File: src/rtl/coretest_pkg.sv
// Shared constants, encodings and frame-layout helpers for the coretest host.
package coretest_pkg;

  // Command codes carried in the second byte of a command frame
  localparam logic [7:0] CMD_READ  = 8'h10;
  localparam logic [7:0] CMD_WRITE = 8'h11;
  localparam logic [7:0] CMD_RESET = 8'h01;

  // Response codes carried in the second byte of a response frame
  localparam logic [7:0] RSPC_READ   = 8'h7f;
  localparam logic [7:0] RSPC_WRITE  = 8'h7e;
  localparam logic [7:0] RSPC_RESET  = 8'h7d;
  localparam logic [7:0] RSPC_ERR_FD = 8'hfd;
  localparam logic [7:0] RSPC_ERR_FE = 8'hfe;

  // Default framing bytes
  localparam logic [7:0] DEF_SOC     = 8'h55;
  localparam logic [7:0] DEF_EOC     = 8'haa;
  localparam logic [7:0] DEF_RSP_SOC = 8'haa;
  localparam logic [7:0] DEF_RSP_EOC = 8'h55;

  typedef enum logic [1:0] {
    REQ_READ  = 2'd0,
    REQ_WRITE = 2'd1,
    REQ_RESET = 2'd2,
    REQ_RSVD  = 2'd3
  } req_e;

  typedef enum logic [1:0] {
    STATUS_OK        = 2'd0,
    STATUS_CORE_ERR  = 2'd1,
    STATUS_FRAME_ERR = 2'd2,
    STATUS_TIMEOUT   = 2'd3
  } status_e;

  typedef enum logic [2:0] {
    ST_IDLE    = 3'd0,
    ST_TX_BYTE = 3'd1,
    ST_TX_WAIT = 3'd2,
    ST_RX_BYTE = 3'd3,
    ST_PARSE   = 3'd4,
    ST_DONE    = 3'd5
  } state_e;

  function automatic logic [7:0] cmd_code(input req_e r);
    case (r)
      REQ_WRITE: cmd_code = CMD_WRITE;
      REQ_RESET: cmd_code = CMD_RESET;
      default:   cmd_code = CMD_READ;
    endcase
  endfunction

  function automatic logic [7:0] rsp_code(input req_e r);
    case (r)
      REQ_WRITE: rsp_code = RSPC_WRITE;
      REQ_RESET: rsp_code = RSPC_RESET;
      default:   rsp_code = RSPC_READ;
    endcase
  endfunction

  // Index of the final byte of the outgoing command frame
  function automatic logic [3:0] tx_last(input req_e r);
    case (r)
      REQ_WRITE: tx_last = 4'd8;
      REQ_RESET: tx_last = 4'd2;
      default:   tx_last = 4'd4;
    endcase
  endfunction

  // Index of the final byte of a successful response frame
  function automatic logic [3:0] rx_last(input req_e r);
    case (r)
      REQ_WRITE: rx_last = 4'd4;
      REQ_RESET: rx_last = 4'd2;
      default:   rx_last = 4'd8;
    endcase
  endfunction

endpackage

File: src/rtl/coretest_byte_rx.sv
// Receive-side syn/ack byte acceptor: registers a byte, pulses ack for one
// cycle, and re-arms only once the sender has dropped syn.
module coretest_byte_rx (
  input  logic       i_clk,
  input  logic       i_rst_n,
  input  logic       i_syn,
  input  logic [7:0] i_data,
  output logic       o_ack,
  output logic       o_valid,
  output logic [7:0] o_data
);

  logic       r_ack;
  logic       r_armed;
  logic [7:0] r_data;

  // Capture on syn while armed; the ack pulse doubles as the byte-valid strobe
  always_ff @(posedge i_clk or negedge i_rst_n) begin
    if (!i_rst_n) begin
      r_ack   <= 1'b0;
      r_armed <= 1'b1;
      r_data  <= 8'h00;
    end else begin
      r_ack <= 1'b0;
      if (i_syn && !r_ack && r_armed) begin
        r_data  <= i_data;
        r_ack   <= 1'b1;
        r_armed <= 1'b0;
      end else if (!i_syn) begin
        r_armed <= 1'b1;
      end
    end
  end

  assign o_ack   = r_ack;
  assign o_valid = r_ack;
  assign o_data  = r_data;

endmodule

File: src/rtl/coretest_host.sv
// Host side of the coretest protocol: serialises one register request into a
// command frame and parses the matching response frame.
module coretest_host #(
  parameter logic [31:0] TIMEOUT_CYCLES = 32'd1000000,
  parameter logic [7:0]  SOC            = coretest_pkg::DEF_SOC,
  parameter logic [7:0]  EOC            = coretest_pkg::DEF_EOC,
  parameter logic [7:0]  RSP_SOC        = coretest_pkg::DEF_RSP_SOC,
  parameter logic [7:0]  RSP_EOC        = coretest_pkg::DEF_RSP_EOC
) (
  input  logic        i_clk,
  input  logic        i_reset_n,
  input  logic        i_req_valid,
  output logic        o_req_ready,
  input  logic [1:0]  i_req_cmd,
  input  logic [15:0] i_req_address,
  input  logic [31:0] i_req_write_data,
  output logic        o_resp_valid,
  output logic [1:0]  o_resp_status,
  output logic [31:0] o_resp_read_data,
  output logic        o_tx_syn,
  output logic [7:0]  o_tx_data,
  input  logic        i_tx_ack,
  input  logic        i_rx_syn,
  input  logic [7:0]  i_rx_data,
  output logic        o_rx_ack,
  output logic        o_busy
);
  import coretest_pkg::*;

  state_e      r_state,     w_state_next;
  req_e        r_cmd,       w_cmd_next;
  logic [15:0] r_addr,      w_addr_next;
  logic [31:0] r_wdata,     w_wdata_next;
  logic [3:0]  r_idx,       w_idx_next;
  logic [31:0] r_rdata,     w_rdata_next;
  logic        r_core_err,  w_core_err_next;
  logic [31:0] r_timer,     w_timer_next;
  status_e     r_status,    w_status_next;
  logic [31:0] r_resp_data, w_resp_data_next;
  logic        w_frame_err;
  logic        w_rx_valid;
  logic [7:0]  w_rx_byte;
  logic [7:0]  w_tx_byte;

  coretest_byte_rx u_byte_rx (
    .i_clk   (i_clk),
    .i_rst_n (i_reset_n),
    .i_syn   (i_rx_syn),
    .i_data  (i_rx_data),
    .o_ack   (o_rx_ack),
    .o_valid (w_rx_valid),
    .o_data  (w_rx_byte)
  );

  // State and datapath registers; reset aborts any frame in flight
  always_ff @(posedge i_clk or negedge i_reset_n) begin
    if (!i_reset_n) begin
      r_state     <= ST_IDLE;
      r_cmd       <= REQ_READ;
      r_addr      <= 16'h0000;
      r_wdata     <= 32'h0;
      r_idx       <= 4'd0;
      r_rdata     <= 32'h0;
      r_core_err  <= 1'b0;
      r_timer     <= 32'h0;
      r_status    <= STATUS_OK;
      r_resp_data <= 32'h0;
    end else begin
      r_state     <= w_state_next;
      r_cmd       <= w_cmd_next;
      r_addr      <= w_addr_next;
      r_wdata     <= w_wdata_next;
      r_idx       <= w_idx_next;
      r_rdata     <= w_rdata_next;
      r_core_err  <= w_core_err_next;
      r_timer     <= w_timer_next;
      r_status    <= w_status_next;
      r_resp_data <= w_resp_data_next;
    end
  end

  // Select the command-frame byte at the current index
  always_comb begin
    w_tx_byte = 8'h00;
    if (r_idx == 4'd0) begin
      w_tx_byte = SOC;
    end else if (r_idx == 4'd1) begin
      w_tx_byte = cmd_code(r_cmd);
    end else if (r_idx == tx_last(r_cmd)) begin
      w_tx_byte = EOC;
    end else begin
      case (r_idx)
        4'd2:    w_tx_byte = r_addr[15:8];
        4'd3:    w_tx_byte = r_addr[7:0];
        4'd4:    w_tx_byte = r_wdata[31:24];
        4'd5:    w_tx_byte = r_wdata[23:16];
        4'd6:    w_tx_byte = r_wdata[15:8];
        4'd7:    w_tx_byte = r_wdata[7:0];
        default: w_tx_byte = 8'h00;
      endcase
    end
  end

  // Next-state logic: transmit frame, collect response, check each byte in turn
  always_comb begin
    w_state_next     = r_state;
    w_cmd_next       = r_cmd;
    w_addr_next      = r_addr;
    w_wdata_next     = r_wdata;
    w_idx_next       = r_idx;
    w_rdata_next     = r_rdata;
    w_core_err_next  = r_core_err;
    w_timer_next     = r_timer;
    w_status_next    = r_status;
    w_resp_data_next = r_resp_data;
    w_frame_err      = 1'b0;

    case (r_state)
      ST_IDLE: begin
        if (i_req_valid) begin
          w_cmd_next      = (i_req_cmd == 2'd3) ? REQ_READ : req_e'(i_req_cmd);
          w_addr_next     = i_req_address;
          w_wdata_next    = i_req_write_data;
          w_idx_next      = 4'd0;
          w_rdata_next    = 32'h0;
          w_core_err_next = 1'b0;
          w_state_next    = ST_TX_BYTE;
        end
      end
      ST_TX_BYTE: begin
        if (i_tx_ack) w_state_next = ST_TX_WAIT;
      end
      ST_TX_WAIT: begin
        if (!i_tx_ack) begin
          if (r_idx == tx_last(r_cmd)) begin
            w_idx_next   = 4'd0;
            w_timer_next = 32'h0;
            w_state_next = ST_RX_BYTE;
          end else begin
            w_idx_next   = r_idx + 4'd1;
            w_state_next = ST_TX_BYTE;
          end
        end
      end
      ST_RX_BYTE: begin
        if (w_rx_valid) begin
          w_timer_next = 32'h0;
          w_state_next = ST_PARSE;
        end else if (r_timer >= TIMEOUT_CYCLES - 32'd1) begin
          w_status_next    = STATUS_TIMEOUT;
          w_resp_data_next = 32'h0;
          w_state_next     = ST_DONE;
        end else begin
          w_timer_next = r_timer + 32'd1;
        end
      end
      ST_PARSE: begin
        w_idx_next   = r_idx + 4'd1;
        w_timer_next = 32'h0;
        w_state_next = ST_RX_BYTE;
        if (r_idx == 4'd0) begin
          if (w_rx_byte != RSP_SOC) w_frame_err = 1'b1;
        end else if (r_idx == 4'd1) begin
          if (w_rx_byte == RSPC_ERR_FD || w_rx_byte == RSPC_ERR_FE) begin
            w_core_err_next = 1'b1;
          end else if (w_rx_byte != rsp_code(r_cmd)) begin
            w_frame_err = 1'b1;
          end
        end else if (r_core_err || r_idx == rx_last(r_cmd)) begin
          if (w_rx_byte != RSP_EOC) begin
            w_frame_err = 1'b1;
          end else begin
            w_state_next     = ST_DONE;
            w_status_next    = r_core_err ? STATUS_CORE_ERR : STATUS_OK;
            w_resp_data_next = (!r_core_err && r_cmd == REQ_READ) ? r_rdata : 32'h0;
          end
        end else if (r_idx == 4'd2) begin
          if (w_rx_byte != r_addr[15:8]) w_frame_err = 1'b1;
        end else if (r_idx == 4'd3) begin
          if (w_rx_byte != r_addr[7:0]) w_frame_err = 1'b1;
        end else begin
          w_rdata_next = {r_rdata[23:0], w_rx_byte};
        end
        if (w_frame_err) begin
          w_status_next    = STATUS_FRAME_ERR;
          w_resp_data_next = 32'h0;
          w_state_next     = ST_DONE;
        end
      end
      ST_DONE: begin
        w_state_next = ST_IDLE;
      end
      default: begin
        w_state_next = ST_IDLE;
      end
    endcase
  end

  assign o_req_ready      = (r_state == ST_IDLE);
  assign o_busy           = (r_state != ST_IDLE);
  assign o_tx_syn         = (r_state == ST_TX_BYTE);
  assign o_tx_data        = (r_state == ST_TX_BYTE) ? w_tx_byte : 8'h00;
  assign o_resp_valid     = (r_state == ST_DONE);
  assign o_resp_status    = r_status;
  assign o_resp_read_data = r_resp_data;

endmodule

File: config.mk
export PLATFORM = sky130hd
export DESIGN_NAME = coretest_host
export DESIGN_NICKNAME = d
export VERILOG_FILES = /design/src/rtl/coretest_pkg.sv /design/src/rtl/coretest_byte_rx.sv /design/src/rtl/coretest_host.sv
export SDC_FILE = /design/constraint.sdc
export NUM_CORES = 1
export LEC_CHECK = 0
export ABC_CLOCK_PERIOD_IN_PS = 2600
export CAP_MARGIN = 20
export CORE_MARGIN = 1.5
export CORE_UTILIZATION = 49
export CTS_CLUSTER_DIAMETER = 50
export CTS_CLUSTER_SIZE = 8
export DETAILED_ROUTE_END_ITERATION = 16
export PLACE_DENSITY_LB_ADDON = 0.1
export SLEW_MARGIN = 20
export SYNTH_ARGS = -nofsm -noshare
export SYNTH_HDL_FRONTEND = slang
export SYNTH_SLANG_ARGS = --single-unit
File: constraint.sdc
create_clock -name i_clk -period 2.6 [get_ports i_clk]
set_input_delay 0.52 -clock i_clk [delete_from_list [all_inputs] [get_ports i_clk]]
set_output_delay 0.52 -clock i_clk [all_outputs]
set_load 0.02 [all_outputs]
==> impl_metrics.yaml <==
sta:
  fin_ws_ns: -0.393
  fin_crit_ns: 2.99
  rsz0062_at_grt: "true"
  whs_ns: 0.0857
  hold_viol: 0
  finalMaxSlewViolations: 0
  fmax_mhz: 334
  period_share_pct: 115
  setup_viol: 21
  worstMarginPinSlew_ns: 0.634
  relSlewSlack_pct: 57.7
  fin_skew_ns: 0.0109
cells_and_area:
  final_layout_size_suffix_gt1_share_pct: 23.0
  layout.cells.most_common_list: "dfrtp_1, nand2_1, clkdlybuf4s50_1"
  seq_area_mm2: 0.00416
  final_area_mm2: 0.0102
  diodes: 0
  area_growth_pct: 33.3
  layoutNonFillerInstCount: 1092
  final_util_pct: 67.1
  fill_cells: 1205
  layout.nets: 940
  final_common_cell: "dfrtp_1"
  multi_input_area_mm2: 0.00354
clocking:
  clkLatencyLatePin_ns: 0.43
  clk_pin_slew_ns: 0.07
  clockBufferDepth: 2
  cts_tree: "built"
  cts.sinks: 166
  htreeDepth: 4
  cts-root-buf: "clkbuf_16"
  cts_buffers: 17
run:
  maxCapViolations: 0
global_routing:
  grt_max_degree: 85
  grt_use_total_pct: 24.3
  grt-ovfl-total: 0
  antenna_found_initial: 0
  grt_pass1_wl_um: 31600
  grt_pass1_vias: 6235
placed_design:
  placed_cell_area_mm2: 0.00941
  hpwl_um: 12600
  dp.cells: 1057
  globalplace.congestion: 0.828
  numPortBuffers: 109
synthesis:
  syn_inst: 724
  synth_seq_area_share_pct: 54.1
  synth_edf_count: 0
  synthMuxAreaShare_pct: 7.16
  syn_area_per_cell_um2: 10.6
  synth-simple-area-share_pct: 15.3
  yosysWarnings: 0
  synth-adder-area-share_pct: 1.46
  ys_async_sr_fraction_pct: 100
  ys.flop_type: "dfrtp_1"
  synth_top_family_by_area: "simple AND/OR/NAND/NOR gates"
  synthesis.nets: 796
  synth_compound_area_share_pct: 15.2
  synthDistinctLibCells: 71
  synth_xor_area_share_pct: 3.42
  synth_area_mm2: 0.00769
  ys_seq_elements: 166
drt:
  wire_per_inst_um: 17.3
  drcViolationCount: 0
  drtIter0Drc: 526
  first_pass_iters: 5
  wl_um: 18900
  vias_per_cell: 5.55
  vias: 6060
  ant_nets: 0
setup_path:
  cpMaxStageDelayCell: "or4_4"
  r2r_start: "r_cmd[1]"
  cp.required_ns: 2.08
  crit_chain: "inv_2 -> ha_4 -> xnor2_1 -> or4_4 -> o21ai_2 -> nor2_2 -> a222oi_1 -> nor2_1 -> buf_4"
  cp-start-kind: "flip-flop"
  rrSetupSlack_ns: -0.19
  r2r-end: "r_timer[7]"
  worstPathArrival_ns: 2.47
  critPathTopFamily: "simple AND/OR/NAND/NOR gates"
  end_kind: "primary output"
  cp_max_fo: 3
  worstSetupEndpoint: "o_tx_data[0]"
  crit_start: "r_cmd[1]"
  cp.buffers_inverters: 2
  reg2regPathDepth: 11
  criticalPathCategory: "flip-flop to primary output"
  path_depth: 9
  cpPeakStageDelay_ns: 0.50
floorplanning:
  core_mm2: 0.0153
  die_area_mm2: 0.0164
  die_w_um: 128
  ios: 110
  num_rows: 45
  start_util_pct: 50.4
  die_h_um: 128
pwr:
  power_density_mw_per_mm2: 888
  vdd_drop_max_uv: 582
  finalPower_mw: 9.10
  p_leak_nw: 4.36
outcome:
  failed_checks: "negative setup slack"
  status: "complete, but fails checks"
worst_hold_path:
  hp-class: "input port to asynchronous set/reset pin"
[synth_stat cells (3+ instances only)]
master	number	area [um^2]
dfrtp_1	165	4130
nand2_1	128	480
o21ai_0	51	255
mux2_2	48	541
clkbuf_1	34	128
a22o_1	32	280
xnor2_1	24	210
nor2_1	22	82.6
a21oi_1	17	85.1
and2_1	15	93.8
inv_1	12	45.0
buf_2	10	50.1
nand3_1	10	50.1
ha_1	9	113
a221oi_1	8	70.1
a22oi_1	8	60.1
nand2b_1	8	50.1
nand4_1	8	50.1
nor3_1	8	40.0
nor4_1	8	50.1
nand3b_1	6	45.0
o31ai_1	6	45.0
xor2_1	6	52.6
a222oi_1	5	50.1
or4_1	5	37.5
a311o_1	4	40.0
a31oi_1	4	25.0
and3_1	4	25.0
o211ai_1	4	30.0
and4_1	3	26.3
nor2b_1	3	18.8
or3_1	3	18.8
[per-stage QoR]
| step | setup WS (ns) | TNS [ns] |
|---|---|---|
| 5_1_grt | -0.465 | -7.10 |
| 3_3_place_gp | -0.346 | -3.11 |
| 2_1_floorplan | -0.0224 | -0.0224 |
| 3_5_place_dp | -0.373 | -6.01 |
| 4_1_cts | -0.417 | -2.37 |
| 6_report | -0.393 | -2.63 |
[report_power, final]
part	leakage (nW)	switching [mW]	internal (mW)	total, mW
sequential	2.18	0.444	3.10	3.54
combinational	1.90	1.55	1.58	3.14
clock	0.284	1.11	1.30	2.42
total	4.36	3.11	5.98	9.10
[registers in the layout (all words and copies together) (netlist names)]
signal	cells
o_resp_read_data	32
r_rdata	32
r_timer	32
r_wdata	32
r_addr	16
u_byte_rx.o_data	8
r_idx	4
r_state	3
o_resp_status	2
r_cmd	2
r_core_err	1
u_byte_rx.o_ack	1
u_byte_rx.r_armed	1
[per-layer routing]
layer | GRT usage, % | part of all wire, %
met5 | 0 | 0
met4 | 8.13 | 1.8
met3 | 5.05 | 3.8
met2 | 38.8 | 49
met1 | 33.4 | 45
[worst min path at each step]
stage	startpoint	to	slack [ns]
detailed placement	u_byte_rx.r_armed	u_byte_rx.r_armed	0.46
CTS	i_reset_n	r_rdata[21]	0.11
finish	i_reset_n	o_resp_read_data[31]	0.09
global route	i_reset_n	r_rdata[23]	0.13
floorplan	i_reset_n	o_resp_read_data[0]	0.22
global placement	u_byte_rx.r_armed	u_byte_rx.r_armed	0.46
[cell type report]
class | count | area share, %
repair buffers | 174 | 16.3
inverters | 13 | 0.476
clock inverters | 13 | 1.07
clock buffers | 19 | 4.42
well taps | 211 | 2.58
multi-input cells | 496 | 34.6
flip-flops and latches | 166 | 40.6
[repair_timing]
item | CTS | global route
endpoints found under the setup margin | 54 | 61
hold buffers | 0 | 0
buffers inserted | 1 | 2
resized for setup | 70 | 24
gates cloned | 0 | 0
pin swaps | 2 | 2
[cell families after synthesis]
group / after synthesis
simple gates: 243
mux: 49
buf+inv: 62
fa+ha+maj: 9
xor+xnor: 30
compound gates: 165
flops: 166
Note: power is estimated with default switching activity, not from simulation.
==> variant: new RTL, config.mk and constraints unchanged <==
Reset style: synchronous (`i_reset_n` and `i_rst_n`), changed in 2 clocked blocks.
--- a/src/rtl/coretest_byte_rx.sv
+++ b/src/rtl/coretest_byte_rx.sv
@@ -16,5 +16,5 @@
 
   // Capture on syn while armed; the ack pulse doubles as the byte-valid strobe
-  always_ff @(posedge i_clk or negedge i_rst_n) begin
+  always_ff @(posedge i_clk) begin
     if (!i_rst_n) begin
       r_ack   <= 1'b0;
--- a/src/rtl/coretest_host.sv
+++ b/src/rtl/coretest_host.sv
@@ -54,5 +54,5 @@
 
   // State and datapath registers; reset aborts any frame in flight
-  always_ff @(posedge i_clk or negedge i_reset_n) begin
+  always_ff @(posedge i_clk) begin
     if (!i_reset_n) begin
       r_state     <= ST_IDLE;
Check against the original RTL: differs if i_reset_n is asserted again (counterexample within 4 cycles, from zero or initial values and one cycle with i_reset_n low); with i_reset_n held inactive, the same outputs for 4 cycles.
==> variant against the original RTL <==
- cell area down 3.0%
- the flow still finishes with violations (negative setup slack)
- wire length is 8.6% higher
- worst setup slack gained 220 ps
- fmax grew 7.8%
- die area is 5.4% lower
- area after synthesis decreased by 5.6%
- sequential cell count stayed put
Power is not compared: it rests on default switching activity, and its combinational part moved more than twofold at a synthesized area within 25%.
==> variant: results (changes against the original RTL) <==
STA
  – Relative slew slack: 56.0% (was 57.7%)
  – Final Setup Violations: 47 (was 21)
  – Final WS setup: -176 ps (was -393 ps)
  – Clock Skew: 9.55 ps (was 10.9 ps)

Synthesis
  – FFs w/ async S/R, synth: 0% (was 100%)
  – Synth cell count leaders: 166 x dfxtp_1, 165 x nand2_1, 105 x a21oi_1 (was 165 x dfrtp_1, 128 x nand2_1, 51 x o21ai_0)
  – Top FF cell, synth: dfxtp_1 (was dfrtp_1)
  – Synth top area cells: dfxtp_1 46%, nand2_1 8.5%, a21oi_1 7.2% (was dfrtp_1 54%, mux2_2 7.0%, nand2_1 6.3%)
  – Multiplexer share of the synthesized area: 1.38% (was 7.16%)
  – Syn_nets: 927 (was 796)
  – Compound-Gate Fraction of Synth Area: 19.5% (was 15.2%)
  – Unique masters post-synth: 63 (was 71)
  – Adder-cell area share of the yosys netlist: 1.55% (was 1.46%)
  – Sequential area share after synthesis: 45.8% (was 54.1%)
  – Xor/xnor share of the synthesized area: 4.83% (was 3.42%)

Detailed routing
  – Met3 Wirelength: 1090 um (was 719 um)
  – 1st-pass router iterations: 5 (unchanged)
  – WL met1: 8900 um (was 8580 um)
  – Met2 WL post-DR: 10,000 um (was 9210 um)
  – DRT iter0 DRCs: 527 (was 526)
  – WL/cell: 17.2 um (was 17.3 um)
  – Detailed-route via count: 6,958 (was 6,060)

Place
  – Port Buffer Count: 109 (unchanged)
  – Post-DP Area: 8870 um^2 (was 9410 um^2)
  – Final Wtd Congestion: 0.884 (was 0.828)
  – Hpwl dp: 13,400 um (was 12,600 um)

Setup path
  – R2R Setup Slk: -160 ps (was -190 ps)
  – Slowest stage delay, CP: 560 ps (was 500 ps)
  – Crit-path max FO: 4 (was 3)
  – Critical Path AT: 2260 ps (was 2470 ps)

Outcome
  – Status: complete, but fails checks (unchanged)
  – Failing checks: negative setup slack (unchanged)

Clock network
  – Cts hold-fix bufs: 0 (unchanged)
  – Clock Path Buffers: 2 (unchanged)
  – CTS H-Tree Depth: 4 (unchanged)

GRT
  – Largest net degree at the start of global routing: 80 (was 85)
  – Vias in the first global route: 6,706 (was 6,235)
  – Gr usage total: 25.5% (was 24.3%)
  – Global-route wire length before repair: 32,400 um (was 31,600 um)

Power and ir drop
  – Pleak: 3.69 nW

Finish
  – Layout cells sized above 1: 17.5% (was 23.0%)
  – Filler cells: 1,157 (was 1,205)
  – Final net count: 1,069 (was 940)
  – N_diodes: 0 (unchanged)

Min path
  – Tightest Hold Check Type: register to register (was input port to async pin)
==> variant: repair_timing <==
action | CTS | global route
setup buffers | 9 | 5
pin swaps | 21 | 23
endpoints found under the setup margin | 61 | 87
gates resized for setup | 70 | 48
gates cloned | 3 | 1
==> variant: cells by family (layout without fill, tap and decap cells) <==
| logic type | Yosys count | after routing |
|---|---|---|
| compound gates | 208 | 209 |
| buf+inv | 80 | 233 |
| simple gates | 342 | 342 |
| fa+ha+maj | 9 | 9 |
| flops | 166 | 166 |
| mux | 10 | 10 |
| xor+xnor | 40 | 40 |
==> variant: cell type report <==
| class | count | area (um^2) | share of cell area, % |
|---|---|---|---|
| tap | 184 | 230 | 2.32 |
| clock inverter | 10 | 97.6 | 0.982 |
| timing repair buffer | 187 | 1800 | 18.2 |
| sequential | 166 | 3330 | 33.5 |
| clock buffer | 21 | 470 | 4.74 |
| inverter | 15 | 61.3 | 0.617 |
| multi-input combinational | 610 | 3940 | 39.6 |
==> variant: path summary, 6_finish.rpt <==
check             start              endpoint  depth (start not counted)
max            r_cmd[0]          o_tx_data[4]                          9
min          r_wdata[0]            r_wdata[0]                          2
max reg2reg    r_cmd[0]  o_resp_read_data[31]                         14
min reg2reg  r_wdata[0]            r_wdata[0]                          2
==> variant: per-layer routing <==
layer / vias up / GRT usage (%)
li1: 3315 / -
met1: 3342 / 32.3
met2: 259 / 42.6
met3: 42 / 4.68
met4: 0 / 10.8
met5: - / 0
==> variant: worst register-to-register path, stage by stage, from the launching register on <==
cell and delay, ps:
dfxtp_4 380, inv_4 50, ha_4 230, buf_4 130
xnor2_1 260, o41ai_4 120, buf_4 150, nor4_1 170
o21ai_1 140, a21oi_2 170, buf_4 160, nor4_4 40
buf_4 160, bufbuf_16 260, a32o_1 200
==> variant: metrics by stage <==
stage               hold WS, ps  setup TNS, ps  instances  worst slack, ps
finish                      457          -3700       1193             -176
floorplan                   430              0        855              122
detailed placement          447          -6340       1146             -294
global placement            445          -1550       1146             -191
CTS                         456          -1210       1188             -178
global route                479          -5940       1193             -214
==> variant: power breakdown <==
group	switching, W	leakage, nW	internal, W
Clock	0.00104	0.272	0.00139
Combinational	0.000406	2.07	0.000354
Sequential	0.0000738	1.35	0.00262
